==> src/rtl/hex_digit_counter_pkg.sv <==
// Shared constants for the hex digit counter: active-low glyph table for 0-F
// and segment-vector layout constants.
package hex_digit_counter_pkg;

  localparam logic [7:0] SEG_BLANK = 8'hFF;
  localparam int         DP_BIT    = 7;

  // Active-low {dp, g, f, e, d, c, b, a}; DP is always off in the table.
  localparam logic [7:0] GLYPH_TABLE [16] = '{
    8'hC0, 8'hF9, 8'hA4, 8'hB0, 8'h99, 8'h92, 8'h82, 8'hF8,
    8'h80, 8'h90, 8'h88, 8'h83, 8'hC6, 8'hA1, 8'h86, 8'h8E
  };

  function automatic logic [7:0] glyph_of(input logic [3:0] value);
    return GLYPH_TABLE[value];
  endfunction

endpackage

==> src/rtl/hex_digit_counter_hex_to_7seg.sv <==
// Combinational hex-to-7-segment decoder with decimal point, output polarity
// selected by SEG_ACTIVE_LOW (1 = common anode, 0 = all bits inverted).
module hex_to_7seg
  import hex_digit_counter_pkg::*;
#(
  parameter int SEG_ACTIVE_LOW = 1
) (
  input  logic [3:0] value_i,
  input  logic       dp_i,
  output logic [7:0] seg_o
);

  logic [7:0] seg_al;
  logic [7:0] glyph;

  assign glyph = glyph_of(value_i);

  always_comb begin
    seg_al         = SEG_BLANK;
    seg_al[6:0]    = glyph[6:0];
    seg_al[DP_BIT] = ~dp_i;
  end

  generate
    if (SEG_ACTIVE_LOW != 0) begin : g_active_low
      assign seg_o = seg_al;
    end else begin : g_active_high
      assign seg_o = ~seg_al;
    end
  endgenerate

endmodule

==> src/rtl/hex_digit_counter.sv <==
// 4-bit up/down counter with parallel load driving one 7-segment hex digit.
// Optional terminal-count output Tc for cascading is enabled by HEX_DIGIT_COUNTER_TC_EN.
module hex_digit_counter
  import hex_digit_counter_pkg::*;
#(
  parameter int SEG_ACTIVE_LOW = 1
) (
  input  logic       Clk,
  input  logic       nReset,
  input  logic       Load,
  input  logic       Count_en,
  input  logic       Up,
  input  logic [3:0] Count_in,
  input  logic       DP,
  output logic [7:0] Segment
`ifdef HEX_DIGIT_COUNTER_TC_EN
  ,
  output logic       Tc
`endif
);

  logic [3:0] count_q;
  logic [3:0] count_d;

  // Load beats counting; counting wraps naturally in 4 bits.
  always_comb begin
    count_d = count_q;
    if (Load) begin
      count_d = Count_in;
    end else if (Count_en) begin
      count_d = Up ? (count_q + 4'd1) : (count_q - 4'd1);
    end
  end

  always_ff @(posedge Clk or negedge nReset) begin
    if (!nReset) begin
      count_q <= 4'd0;
    end else begin
      count_q <= count_d;
    end
  end

  hex_to_7seg #(
    .SEG_ACTIVE_LOW(SEG_ACTIVE_LOW)
  ) u_hex_to_7seg (
    .value_i(count_q),
    .dp_i   (DP),
    .seg_o  (Segment)
  );

`ifdef HEX_DIGIT_COUNTER_TC_EN
  // Gated by nReset so a held-reset digit never requests a carry downstream.
  assign Tc = nReset & Count_en & ~Load &
              ((Up & (count_q == 4'hF)) | (~Up & (count_q == 4'h0)));
`endif

endmodule

==> config.mk <==
export PLATFORM = sky130hd
export DESIGN_NAME = hex_digit_counter
export DESIGN_NICKNAME = d
export VERILOG_FILES = /design/src/rtl/hex_digit_counter_pkg.sv /design/src/rtl/hex_digit_counter_hex_to_7seg.sv /design/src/rtl/hex_digit_counter.sv
export SDC_FILE = /design/constraint.sdc
export NUM_CORES = 1
export LEC_CHECK = 0
export CAP_MARGIN = 15
export CORE_MARGIN = 5
export CORE_UTILIZATION = 45
export CTS_CLUSTER_SIZE = 16
export DETAILED_ROUTE_END_ITERATION = 10
export PLACE_DENSITY = 0.77
export SYNTH_ARGS = -nofsm -noshare
export SYNTH_HDL_FRONTEND = slang
export SYNTH_HIERARCHICAL = 1
export SYNTH_SLANG_ARGS = --single-unit
==> constraint.sdc <==
create_clock -name Clk -period 2.2 [get_ports Clk]
set_clock_uncertainty 0.15 [all_clocks]
set_input_delay 0.44 -clock Clk [delete_from_list [all_inputs] [get_ports Clk]]
set_output_delay 0.44 -clock Clk [all_outputs]
set_load 0.02 [all_outputs]
==> flow_summary.yaml, run 1 <==
drt:
  wl_per_cell_um: 13.2
  drc: 0
  final_antenna_net_count: 0
  viasPerCell: 5.32
  drt-total-wl_um: 1460
  num_vias: 590
  drtIter0Drc: 2
  drt_first_pass_iters: 3
floorplanning:
  die_h_um: 46.2
  rows: 13
  core-area_um2: 1270
  dieArea_um2: 2140
  fp.dieW_um: 46.2
  ios: 18
  start_util: 0.465
timing:
  min_period_ns: 2.26
  grt_setup_unrepaired: "yes"
  max_slew_margin: 0.822
  timing.hold.ws_ns: 0.270
  final-hold-violation-count: 0
  worstMarginPinSlew_ns: 0.264
  setup_viol: 3
  clock.fmax_ghz: 0.443
  finalWorstSetupSlack_ns: -0.0570
  slew_viol_final: 0
  period_share: 1.03
finish:
  nNetsFinal: 118
  largest_register_ffs: 4
  drive_above_1_share: 0.365
  regMostFlops: "count_q"
  final_cell_mix: "buf_4 (15), clkdlybuf4s50_1 (10), nor2_1 (6), mux2i_1 (6), ha_1 (6)"
  fin_util: 0.711
  final_common_cell: "buf_4"
  fin_area_um2: 902
  synthToLayoutAreaGrowth_pct: 52.8
  top_regs: "count_q: 4 flops"
  antennaDiodeCount: 0
critical_path:
  critPathRequiredTime_ns: 1.61
  critPathLaunchType: "flip-flop"
  worstRegToRegCells: 5
  cp-startpoint: "count_q[1]"
  crit_path_end: "Segment[3]"
  regToRegSetupSlack_ns: 0.43
  critical_path_class: "reg2out"
  regToRegEndpoint: "count_q[3]"
  reg2reg_from: "count_q[3]"
  end_kind: "primary output"
  cp_max_fo: 4
  cp.arrival_ns: 1.67
clocking:
  cts_tree: "done"
  cts-root-buf: "clkbuf_4"
  h-tree-depth: 1
  clk_pin_slew_ns: 0.04
  numClockSinks: 4
  clkLatencyLatePin_ns: 0.23
  clock_path_buffers: 2
  postCtsHoldBufs: 0
  numCtsBuffers: 3
synthesis:
  ys_seq_elements: 4
  synth_warnings: 6
  syn_area_per_cell_um2: 9.09
  yosysSeqAreaShare: 0.169
  synth.cell_area_um2: 591
  netlist_instances: 65
  syn_nets: 85
  ys_types: 30
grt:
  track_usage: 0.151
  gr-total-overflow: 0
  grt_max_degree: 12
  antenna_found_initial: 0
  grt_pass1_vias: 592
  grt_pass1_wl_um: 2300
place:
  hpwl_um: 1150
  routabilityCongestion: 0.789
  place_area_um2: 850
  numPortBuffers: 17
  place_ws_ns: -0.299
run_status:
  status: "finished, violations left"
  violations: "setup timing"
pwr:
  finalPower_mw: 0.591
  leakage_nw: 0.432
  power_density_nw_per_um2: 655
  peakVddDrop_uv: 312
worst_hold_path:
  hold_class: "in2async"
run:
  maxCapViolations: 0
-- kinds of logic after synthesis --
kind of cell,share of synthesized area
simple gates,0.169
compound gates,0.163
fa+ha+maj,0.225
buf+inv,0.0784
mux,0.165
flops,0.169
xor+xnor,0.0297
-- area by class of cell --
cell class | count | area [µm²]
multi-input combinational | 52 | 468
tap | 15 | 18.8
inverter | 5 | 18.8
clock buffer | 3 | 22.5
timing repair buffer | 32 | 273
fill | 104 | 367
sequential | 4 | 101
-- per-layer routing --
layer,part of all wire,track usage,wire (µm),up-vias
met1,0.38,0.149,550,272
met5,0,0,0,-
li1,-,-,-,299
met2,0.55,0.305,800,17
met4,0.0096,0.0511,14,0
met3,0.065,0.0234,95,2
-- cells in the mapped netlist --
cell type	instances	area (µm²)
or4b_1	1	10.0
xor2_1	1	8.76
xnor2_1	1	8.76
fa_1	1	20.0
a21o_1	1	7.51
a221o_1	1	10.0
nor2_1	6	22.5
buf_6	1	11.3
buf_4	1	7.51
nor4bb_1	1	10.0
ha_1	9	113
nand3_1	2	10.0
o21ai_0	5	25.0
a21oi_1	2	10.0
or3b_1	1	8.76
mux2i_1	6	60.1
mux4_1	1	26.3
nor3b_1	1	7.51
clkbuf_1	1	3.75
and2b_2	1	8.76
inv_1	5	18.8
a22oi_1	1	7.51
o2bb2ai_1	1	8.76
dfrtp_1	4	100
mux2_2	1	11.3
a22o_1	2	17.5
a32o_1	1	10.0
buf_2	1	5.00
nand3b_1	1	7.51
nand2_1	4	15.0
-- stage by stage --
step	setup TNS, ns	std cells
2_1_floorplan	0	65
3_3_place_gp	-0.903	106
3_5_place_dp	-1.12	106
4_1_cts	-0.624	111
5_1_grt	-0.352	111
6_report	-0.0884	111
-- where the power goes --
| group | switching (mW) | internal [mW] |
|---|---|---|
| Clock | 0.0270 | 0.0608 |
| Sequential | 0.0132 | 0.0864 |
| Combinational | 0.199 | 0.205 |
| Total | 0.239 | 0.352 |
-- worst min path at each step --
stage | depth (start not counted) | slack (ns) | to | start
global placement | 1 | 0.50 | count_q[0] | nReset
floorplan | 0 | -0.006 | count_q[0] | nReset
finish | 1 | 0.27 | count_q[1] | nReset
global route | 1 | 0.28 | count_q[1] | nReset
detailed placement | 1 | 0.51 | count_q[0] | nReset
CTS | 1 | 0.26 | count_q[1] | nReset
-- worst max-delay path: stages (launching register included) --
cell     delay [ns]
dfrtp_1        0.35
inv_2          0.06
buf_6          0.13
ha_4           0.25
inv_2          0.04
mux4_2         0.46
buf_6          0.15
-- repair_timing --
action	4_1_cts	5_1_grt
endpoints found under the hold margin	0	0
gates cloned	0	0
gates resized for setup	19	24
buffers inserted	2	0
endpoints found under the setup margin	7	7
pin swaps	0	3
No activity file was read; power rests on OpenSTA's default activity.
==> run 2, diff against run 1 <==
--- a/config.mk
+++ b/config.mk
@@ -6,11 +6,11 @@
 export NUM_CORES = 1
 export LEC_CHECK = 0
 export CAP_MARGIN = 15
-export CORE_MARGIN = 5
-export CORE_UTILIZATION = 45
+export CORE_AREA = 5 5 42 44
 export CTS_CLUSTER_SIZE = 16
 export DETAILED_ROUTE_END_ITERATION = 10
-export PLACE_DENSITY = 0.77
+export DIE_AREA = 0 0 47 49
+export DONT_BUFFER_PORTS = 1
 export SYNTH_ARGS = -nofsm -noshare
 export SYNTH_HDL_FRONTEND = slang
 export SYNTH_HIERARCHICAL = 1
==> flow_summary.yaml, run 2 (synthesis results as in run 1) <==
run_status:
  status: "finished, violations left"
  violations: "setup timing"
timing:
  final-hold-violation-count: 0
  grt_setup_unrepaired: "yes"
  clock.fmax_ghz: 0.450
  min_period_ns: 2.22
  max_slew_margin: 0.815
  slew_viol_final: 0
  setup_viol: 1
  period_share: 1.01
  finalWorstSetupSlack_ns: -0.0216
  worstMarginPinSlew_ns: 0.277
finish:
  antennaDiodeCount: 0
  top_regs: "count_q: 4 flops"
  final_common_cell: "buf_4"
  nNetsFinal: 97
  multi_input_area_um2: 459
  fin_area_um2: 717
  final_cell_mix: "buf_4 (8), nor2_1 (6), mux2i_1 (6), ha_1 (6)"
  synthToLayoutAreaGrowth_pct: 21.4
  largest_register_ffs: 4
  fillCellCount: 147
  drive_above_1_share: 0.307
  fin_util: 0.512
  regMostFlops: "count_q"
  regArea_um2: 101
clocking:
  h-tree-depth: 1
  cts_tree: "done"
  cts-root-buf: "clkbuf_4"
  clock_path_buffers: 2
  numCtsBuffers: 3
  clkLatencyLatePin_ns: 0.24
  clk_pin_slew_ns: 0.04
  numClockSinks: 4
floorplanning:
  fp.dieW_um: 47
  dieArea_um2: 2300
  core-area_um2: 1400
  die_h_um: 49
  start_util: 0.421
  ios: 18
  rows: 14
critical_path:
  regToRegEndpoint: "count_q[3]"
  cp.arrival_ns: 1.63
  critPathRequiredTime_ns: 1.61
  critical_path_class: "reg2out"
  cp_max_fo: 3
  regToRegSetupSlack_ns: 0.45
  reg2reg_from: "count_q[3]"
  worstRegToRegCells: 4
  end_kind: "primary output"
  critPathLaunchType: "flip-flop"
worst_hold_path:
  min_path_cells: 1
  hold_class: "in2reg"
  hold_end: "count_q[1]"
  min_from: "Load"
drt:
  num_vias: 511
  drtIter0Drc: 7
  viasPerCell: 5.62
  drt_first_pass_iters: 4
  drt-total-wl_um: 1330
  wl_per_cell_um: 14.6
  final_antenna_net_count: 0
  drc: 0
grt:
  grt_max_degree: 13
  grt_pass1_vias: 514
  track_usage: 0.133
  antenna_found_initial: 0
  gr-total-overflow: 0
  grt_pass1_wl_um: 2350
pwr:
  peakVddDrop_uv: 309
  finalPower_mw: 0.512
  power_density_nw_per_um2: 715
  leakage_nw: 0.339
run:
  maxCapViolations: 0
place:
  hpwl_um: 996
  routabilityCongestion: 0.785
  place_area_um2: 636
  numPortBuffers: 0
run 2: cell count changes in the layout (fill, tap and decap cells not counted), sizes merged:
cell,before,now
buf,19,10
clkbuf,5,3
clkdlybuf4s15,1,0
clkdlybuf4s50,10,0
dlygate4sd3,0,1
run 2: cell type report:
type                            instances  share of cell area
Tap cell                               16              0.0279
Multi-Input combinational cell         52               0.640
Timing Repair Buffer                   11               0.129
Inverter                                5              0.0297
Sequential cell                         4               0.141
Clock buffer                            3              0.0314
run 2: critical path: stages, from the launching register on:
cell     delay, ns
dfrtp_1       0.38
inv_2         0.11
buf_6         0.11
ha_2          0.16
nor2_1        0.04
or3b_1        0.37
o21ai_1       0.08
buf_4         0.15
run 2: routing by layer:
layer,GRT usage,wire length [µm]
met1,0.163,491
met2,0.215,714
met3,0.0185,87
met4,0.0691,35
met5,0,0
run 2: repair_timing:
action / 4_1_cts / 5_1_grt
buffers inserted: 2 / 1
endpoints found under the hold margin: 4 / 0
pin swaps: 2 / 0
gates resized for setup: 9 / 4
hold buffers: 1 / 0
endpoints found under the setup margin: 2 / 3
run 2: how the worst max path moves through the flow:
stage                          start  cells past startpoint          to
after floorplan           count_q[1]                      5  Segment[0]
after global placement    count_q[1]                      6  Segment[0]
after detailed placement  count_q[1]                      6  Segment[0]
after CTS                 count_q[1]                      7  Segment[0]
after global routing      count_q[1]                      7  Segment[0]
final                     count_q[1]                      7  Segment[0]
run 2: per-stage QoR:
step                      setup TNS [ns]  worst slack, ns  hold slack, ns  std cells
after floorplan                        0           0.0504        -0.00559         65
after global placement                 0            0.138        -0.00546         84
after detailed placement               0           0.0993        -0.00545         84
after CTS                        -0.0156          -0.0156           0.151         90
after global routing              -0.217           -0.115           0.170         91
final                            -0.0216          -0.0216           0.163         91
run 2: report_power, final:
group	internal [mW]	switching, mW
sequential	0.0862	0.0227
clock	0.0612	0.0321
combinational	0.145	0.165
total	0.293	0.220
